--- src/rtl/pas_pkg.sv ---
// Shared constants and parameter checks for the pipelined adder/subtractor.
package pas_pkg;

  localparam logic MODE_ADD = 1'b0;
  localparam logic MODE_SUB = 1'b1;

  function automatic bit chunking_ok(input int width, input int chunk);
    return (chunk > 0) && (width >= chunk) && ((width % chunk) == 0);
  endfunction

endpackage

--- src/rtl/add_sub_chunk.sv ---
// Combinational CHUNK-bit ripple adder; b arrives already inverted for subtraction.
module add_sub_chunk #(
  parameter int CHUNK = 4
) (
  input  logic [CHUNK-1:0] a,
  input  logic [CHUNK-1:0] b,
  input  logic             ci,
  output logic [CHUNK-1:0] sum,
  output logic             co,
  output logic             c_msb
);

  logic [CHUNK:0] carry;

  always_comb begin
    sum   = '0;
    carry = '0;
    carry[0] = ci;
    for (int n = 0; n < CHUNK; n++) begin
      sum[n]     = a[n] ^ b[n] ^ carry[n];
      carry[n+1] = (a[n] & b[n]) | (carry[n] & (a[n] ^ b[n]));
    end
  end

  assign co    = carry[CHUNK];
  assign c_msb = carry[CHUNK-1];

endmodule

--- src/rtl/pipelined_adder_subtractor.sv ---
// WIDTH-bit two's-complement adder/subtractor resolving CHUNK bits per stage,
// with a whole-pipeline enable driven by output backpressure.
module pipelined_adder_subtractor
  import pas_pkg::*;
#(
  parameter int WIDTH = 16,
  parameter int CHUNK = 4
) (
  input  logic             clk,
  input  logic             rst_n,
  input  logic             in_valid,
  output logic             in_ready,
  input  logic [WIDTH-1:0] a,
  input  logic [WIDTH-1:0] b,
  input  logic             k,
  input  logic             cin,
  output logic             out_valid,
  input  logic             out_ready,
  output logic [WIDTH-1:0] s,
  output logic             cout,
  output logic             ovf,
  output logic             zero
);

  localparam int STAGES = WIDTH / CHUNK;

  if (!chunking_ok(WIDTH, CHUNK)) begin : g_chunk_check
    $error("pipelined_adder_subtractor: WIDTH must be a positive multiple of CHUNK");
  end

  logic             en;
  logic             sub_mode;
  logic [WIDTH-1:0] b_inv;

  logic [WIDTH-1:0] a_p     [STAGES];
  logic [WIDTH-1:0] b_p     [STAGES];
  logic [WIDTH-1:0] sum_p   [STAGES];
  logic             carry_p [STAGES];
  logic             vld_p   [STAGES];

  assign en        = ~out_valid | out_ready;
  assign in_ready  = en;
  assign sub_mode  = (k == MODE_SUB);
  assign b_inv     = b ^ {WIDTH{sub_mode}};
  assign out_valid = vld_p[STAGES-1];

  for (genvar i = 0; i < STAGES; i++) begin : g_stage
    logic [CHUNK-1:0] ca, cb, ch_sum;
    logic             ci, ch_co, ch_msb, pvld;
    logic [WIDTH-1:0] psum, full_sum;

    if (i == 0) begin : g_first
      assign ca   = a[CHUNK-1:0];
      assign cb   = b_inv[CHUNK-1:0];
      assign ci   = cin ^ sub_mode;
      assign psum = '0;
      assign pvld = in_valid;
    end else begin : g_next
      assign ca   = a_p[i-1][i*CHUNK +: CHUNK];
      assign cb   = b_p[i-1][i*CHUNK +: CHUNK];
      assign ci   = carry_p[i-1];
      assign psum = sum_p[i-1];
      assign pvld = vld_p[i-1];
    end

    add_sub_chunk #(.CHUNK(CHUNK)) u_chunk (
      .a     (ca),
      .b     (cb),
      .ci    (ci),
      .sum   (ch_sum),
      .co    (ch_co),
      .c_msb (ch_msb)
    );

    always_comb begin
      full_sum = psum;
      full_sum[i*CHUNK +: CHUNK] = ch_sum;
    end

    // ---- stage i register boundary ----
    always_ff @(posedge clk or negedge rst_n) begin
      if (!rst_n) begin
        vld_p[i] <= 1'b0;
      end else if (en) begin
        vld_p[i] <= pvld;
      end
    end

    if (i < STAGES-1) begin : g_mid
      // Only the final stage needs the carry into the MSB.
      logic cm_unused;
      assign cm_unused = ch_msb;

      if (i == 0) begin : g_load
        always_ff @(posedge clk) begin
          if (en) begin
            a_p[i] <= a;
            b_p[i] <= b_inv;
          end
        end
      end else begin : g_pass
        always_ff @(posedge clk) begin
          if (en) begin
            a_p[i] <= a_p[i-1];
            b_p[i] <= b_p[i-1];
          end
        end
      end

      always_ff @(posedge clk) begin
        if (en) begin
          sum_p[i]   <= full_sum;
          carry_p[i] <= ch_co;
        end
      end
    end else begin : g_last
      always_ff @(posedge clk or negedge rst_n) begin
        if (!rst_n) begin
          s    <= '0;
          cout <= 1'b0;
          ovf  <= 1'b0;
          zero <= 1'b0;
        end else if (en) begin
          s    <= full_sum;
          cout <= ch_co;
          ovf  <= ch_co ^ ch_msb;
          zero <= (full_sum == '0);
        end
      end
    end
  end

endmodule

--- config.mk ---
export PLATFORM = sky130hd
export DESIGN_NAME = pipelined_adder_subtractor
export DESIGN_NICKNAME = d
export VERILOG_FILES = /design/src/rtl/pas_pkg.sv /design/src/rtl/add_sub_chunk.sv /design/src/rtl/pipelined_adder_subtractor.sv
export SDC_FILE = /design/constraint.sdc
export NUM_CORES = 1
export LEC_CHECK = 0
export ABC_AREA = 0
export CAP_MARGIN = 20
export CORE_ASPECT_RATIO = 0.9
export CORE_MARGIN = 4
export CORE_UTILIZATION = 55
export CTS_BUF_LIST = sky130_fd_sc_hd__clkbuf_8
export DETAILED_ROUTE_END_ITERATION = 12
export PLACE_DENSITY = 0.81
export SYNTH_ARGS = -nofsm -noshare
export SYNTH_HDL_FRONTEND = slang
export SYNTH_SLANG_ARGS = --single-unit
--- constraint.sdc ---
create_clock -name clk -period 7.2 [get_ports clk]
set_input_delay 0.72 -clock clk [delete_from_list [all_inputs] [get_ports clk]]
set_output_delay 0.72 -clock clk [all_outputs]
set_load 0.05 [all_outputs]
Yosys cells after proc, flatten, opt, wreduce, memory -nomap -nowiden:

Memory sizes are Yosys's and may differ from the RTL's.
Cells that the tools add are included.

* logic and storage cells: 100
* memory bits (writable): 196
* bits in registers: 23
* memories kept: 4
* input port bits: 38

* reductions and logical operators: 1
* mux-type cells: 2
* bitwise gates (word level): 85

Memories
* a_p: words 4, width 16, read ports 3, clocked after memory_dff 0, write ports 3, RTL line pipelined_adder_subtractor.sv:35 `logic [WIDTH-1:0] a_p [STAGES];`
* b_p: words 4, width 16, read ports 3, clocked after memory_dff 0, write ports 3, RTL line pipelined_adder_subtractor.sv:36 `logic [WIDTH-1:0] b_p [STAGES];`
* sum_p: words 4, width 16, read ports 3, clocked after memory_dff 0, write ports 3, RTL line pipelined_adder_subtractor.sv:37 `logic [WIDTH-1:0] sum_p [STAGES];`
* carry_p: words 4, width 1, read ports 3, clocked after memory_dff 0, write ports 3, RTL line pipelined_adder_subtractor.sv:38 `logic carry_p [STAGES];`

Operators by type and width (count)
* bitwise XOR 1 bit: 34
* bitwise AND 1 bit: 32
* bitwise OR 1 bit: 17
* zero test 16 bit: 1
* bitwise XOR 16 bit: 1
* 2-to-1 mux 1 bit: 2
* NOT 1 bit: 1

Depth between registers and ports, before layout:

An unclocked memory read counts as a cell.

* depth after elaboration: 11
* mapped depth: 10
* gate-level depth less buffers: 10

Hierarchy:

A second synthesis with hierarchy kept.

* cell total of the unflattened synthesis: 201
* area total of the unflattened synthesis: 3833.7 µm²

Modules (own cells, without submodules)
* pipelined_adder_subtractor: seq. area each 2827.7 µm², cells an instance 153, area an instance 3393.3 µm², times used 1
* add_sub_chunk: seq. area each 0.0 µm², cells an instance 12, area an instance 110.1 µm², times used 4

Worst setup path after synthesis:

Ideal clock, no wire load.

* path type: register to output
* from: register vld_p (netlist bit out_valid)
* to: output port in_ready
* arrival time: 2778 ps
* required time: 6480 ps
* cell stages (with the launch flop): 5
* slack: 3702 ps
* cells stage by stage: dfrtp_1 > nor2b_4 > buf_12 > buf_12 > inv_1

* cells in the longest elaborated chain, start to end: 2

RTL lines
* start, declared: RTL line pipelined_adder_subtractor.sv:39 `logic vld_p [STAGES];`
* start signal, assigned by index: RTL line pipelined_adder_subtractor.sv:85 `vld_p[i] <= pvld;`
* NOT 1 bit: RTL line pipelined_adder_subtractor.sv:41 `assign en = ~out_valid | out_ready;`
* bitwise OR 1 bit: RTL line pipelined_adder_subtractor.sv:41
* end, declared: RTL line pipelined_adder_subtractor.sv:12 `output logic in_ready,`

Every way passes these cells.

Final worst setup path:

* from: input port out_ready
* to: output port in_ready

* cells in the longest elaborated chain, start to end: 1

RTL lines
* start, declared: RTL line pipelined_adder_subtractor.sv:18 `input logic out_ready,`
* bitwise OR 1 bit: RTL line pipelined_adder_subtractor.sv:41

Every way passes these cells.

==> impl_metrics.toml <==
[pwr]
p_per_area_mw_per_mm2 = 412.6
switching_share_pct = 34.34
p_leak_nw = 1.894
power_switching_mw = 0.6682
internal-power_mw = 1.278
pwr-share-seq_pct = 49.0
combPwrFrac_pct = 35.1
vdd_drop_max_mv = 0.1445
clkPwrFrac_pct = 16.0

[finish]
drive_above_1_share_pct = 14.80
antenna_cells = 0
filler_cell_count = 442
areaGrowthSynthToFinish_pct = 21.50
nNetsFinal = 326

[cts]
cts_buffers = 9
htreeDepth = 3
clockBufferDepth = 2
cts_hold_buffers = 0
clk_pin_slew_ps = 90
cts_tree = "done"
root_buffer = "clkbuf_8"
clkLatencyLatePin_ps = 350
cts_setup_buffers = 0
ctsResizeCount = 0
cts.sinks = 98

[route]
post_drt_wl_per_cell_um = 14.19
postRouteWirelength_mm = 5.209
vias = 1699
drtPass1Iterations = 4
drc = 0
ant_nets = 0
drtIter0Drc = 67
via_per_inst = 4.629

[placement]
port_buffers = 58
dp_hpwl_mm = 3.722
gp_congestion = 0.7145

[timing]
setup_tns_ps = 0
slew_headroom_pct = 36.21
tightest_slew_ps = 954.8
fmax_mhz = 250.5
fin_skew_ps = 11.07
rsz0062_at_grt = "no"
hold_ws_ps = 418.7
hold_viol = 0
period_needed_ps = 3992
setup_viol = 0
slew_viol_final = 0
fin_crit_sh_pct = 55.44

[logic_synthesis]
yosys.area.top_type = "edfxtp_1"
synth_area_per_cell_um2 = 18.84
ys_seq_elements = 98
synth_top_cells_by_area = "edfxtp_1 58%, dfrtp_1 15%, fa_1 8.3%"
synth_fp_nets = 260
synth_top_area_share_pct = 58.03
ys_types = 17
yosysWarnings = 0
synth_area_mm2 = 0.003881
synth_cells = 206
ys_seq_area_share_pct = 72.86

[global_routing]
grt_first_pass_wirelength_mm = 8.390
antenna_found_initial = 0
grt_pass1_vias = 1761
grt_use_total_pct = 13.72
grt_max_degree = 77
grt_overflow = 0

[setup_path]
end_kind = "output port"
regToRegSetupSlack_ps = 4600
r2r_start = "a_p[0][44]$_DFFE_PP_"
r2r_end = "zero$_DFFE_PN0P_"
worstPathRequired_ps = 6480
worstRegToRegCells = 10
worstSetupPathType = "input pin to output port"
crit_path_max_fanout = 76
cp-start-kind = "input pin"
cp.arrival_ps = 3270

[status]
status = "finished clean"

[die]
die_area_mm2 = 0.008467
core_area_mm2 = 0.006726
initial_core_util_pct = 57.70
die_y_um = 87.70
io-pin-count = 59
die_w_um = 96.55
num_rows = 28

[min_path]
min_path_cells = 0
hold_end = "a_p[0][25]$_DFFE_PP_"
min_from = "a_p[0][9]$_DFFE_PP_"
hold_class = "flip-flop to flip-flop"

[job]
cap_violations = 0
-- power by group through the flow --
stage	sequential, mW	clock [mW]	combinational [mW]
final	0.953	0.311	0.682
after global routing	0.975	0.349	0.735
after CTS	0.958	0.322	0.690
after detailed placement	0.969	0	0.690
after global placement	0.957	0	0.664
after floorplan	1.14	0	0.304
-- cell type report --
class	count	area (um^2)	share of cell area [%]
inverter	35	131.4	2.786
timing repair buffer	60	615.6	13.05
clock buffer	9	123.9	2.627
tap	90	112.6	2.388
clock inverter	7	52.55	1.114
multi-input combinational	68	852.1	18.07
sequential	98	2828	59.96
-- per-stage QoR --
step	power (mW)	util (%)	setup slack, ps	instances	cell area, um^2
finish	1.946	70.11	3208	367	4716
global route	2.060	70.11	3090	367	4716
CTS	1.969	69.70	3194	366	4688
detailed placement	1.659	67.08	3189	350	4512
global placement	1.621	67.08	3267	350	4512
floorplan	1.442	-	3702	206	3881
-- cell usage after synthesis --
library cell,count
xnor2_1,3
fa_1,16
nor2b_4,1
mux2_4,17
buf_6,2
edfxtp_1,75
dfrtp_1,23
o21ai_2,5
buf_12,2
xor2_1,15
nand2_1,5
nor4_1,2
nand4_1,1
or2_2,1
buf_4,1
nor4b_1,2
inv_1,35
-- how the worst max path moves through the flow --
stage | from | endpoint | slack (ps) | cells after the start
4_1_cts | out_ready | in_ready | 3190 | 5
5_1_grt | out_ready | in_ready | 3090 | 5
3_5_place_dp | out_ready | in_ready | 3190 | 5
6_report | out_ready | in_ready | 3210 | 5
2_1_floorplan | out_valid$_DFFE_PN0P_ | in_ready | 3700 | 4
3_3_place_gp | out_ready | in_ready | 3270 | 5
-- layer usage --
layer / GRT usage [%] / part of all wire (%) / vias to the layer above
met5: 0 / 0 / -
met4: 7.006 / 2.5 / 0
met3: 4.038 / 5.8 / 10
met2: 22.62 / 51 / 52
met1: 16.49 / 41 / 810
li1: - / - / 827
-- worst max-delay path, cell delays in order --
cell and delay [ps]:
clkdlybuf4s50_1 440, nor2b_4 770, inv_2 50, buf_4 410, clkdlybuf4s50_1 820
-- cell families (layout without fill, tap and decap cells) --
logic type / after synthesis / after routing / share of synthesized area [%]
AOI/OAI and AO/OA: 5 / 5 / 1.128
xor gates and xnor gates: 18 / 18 / 4.062
adders and majority gates: 16 / 16 / 8.253
buffers and inverters: 40 / 111 / 5.190
DFF: 98 / 98 / 72.86
muxes: 17 / 17 / 6.576
and+or+nand+nor: 12 / 12 / 1.934
-- cells in the final DEF (no fill, tap or decap) --
cell type / instances
clkinv_1: 2
fa_1: 16
nor4b_1: 2
nor4_1: 2
inv_6: 1
or2_2: 1
clkdlybuf4s50_1: 58
clkinv_4: 2
buf_16: 1
o21ai_2: 5
inv_1: 34
nand4_1: 1
inv_2: 1
nand2_1: 5
inv_8: 1
clkinvlp_4: 1
xor2_1: 15
buf_4: 1
clkbuf_8: 9
edfxtp_1: 75
dfrtp_1: 23
nor2b_4: 1
mux2_4: 17
xnor2_1: 3
-- state kept, by name, summed over array words and instances (netlist names) --
name,flops
zero,1
b_p,24
cout,1
ovf,1
s,16
carry_p,3
a_p,24
sum_p,24
out_valid,1
g_stage.pvld,3
Power figures use the tool's default switching activity.
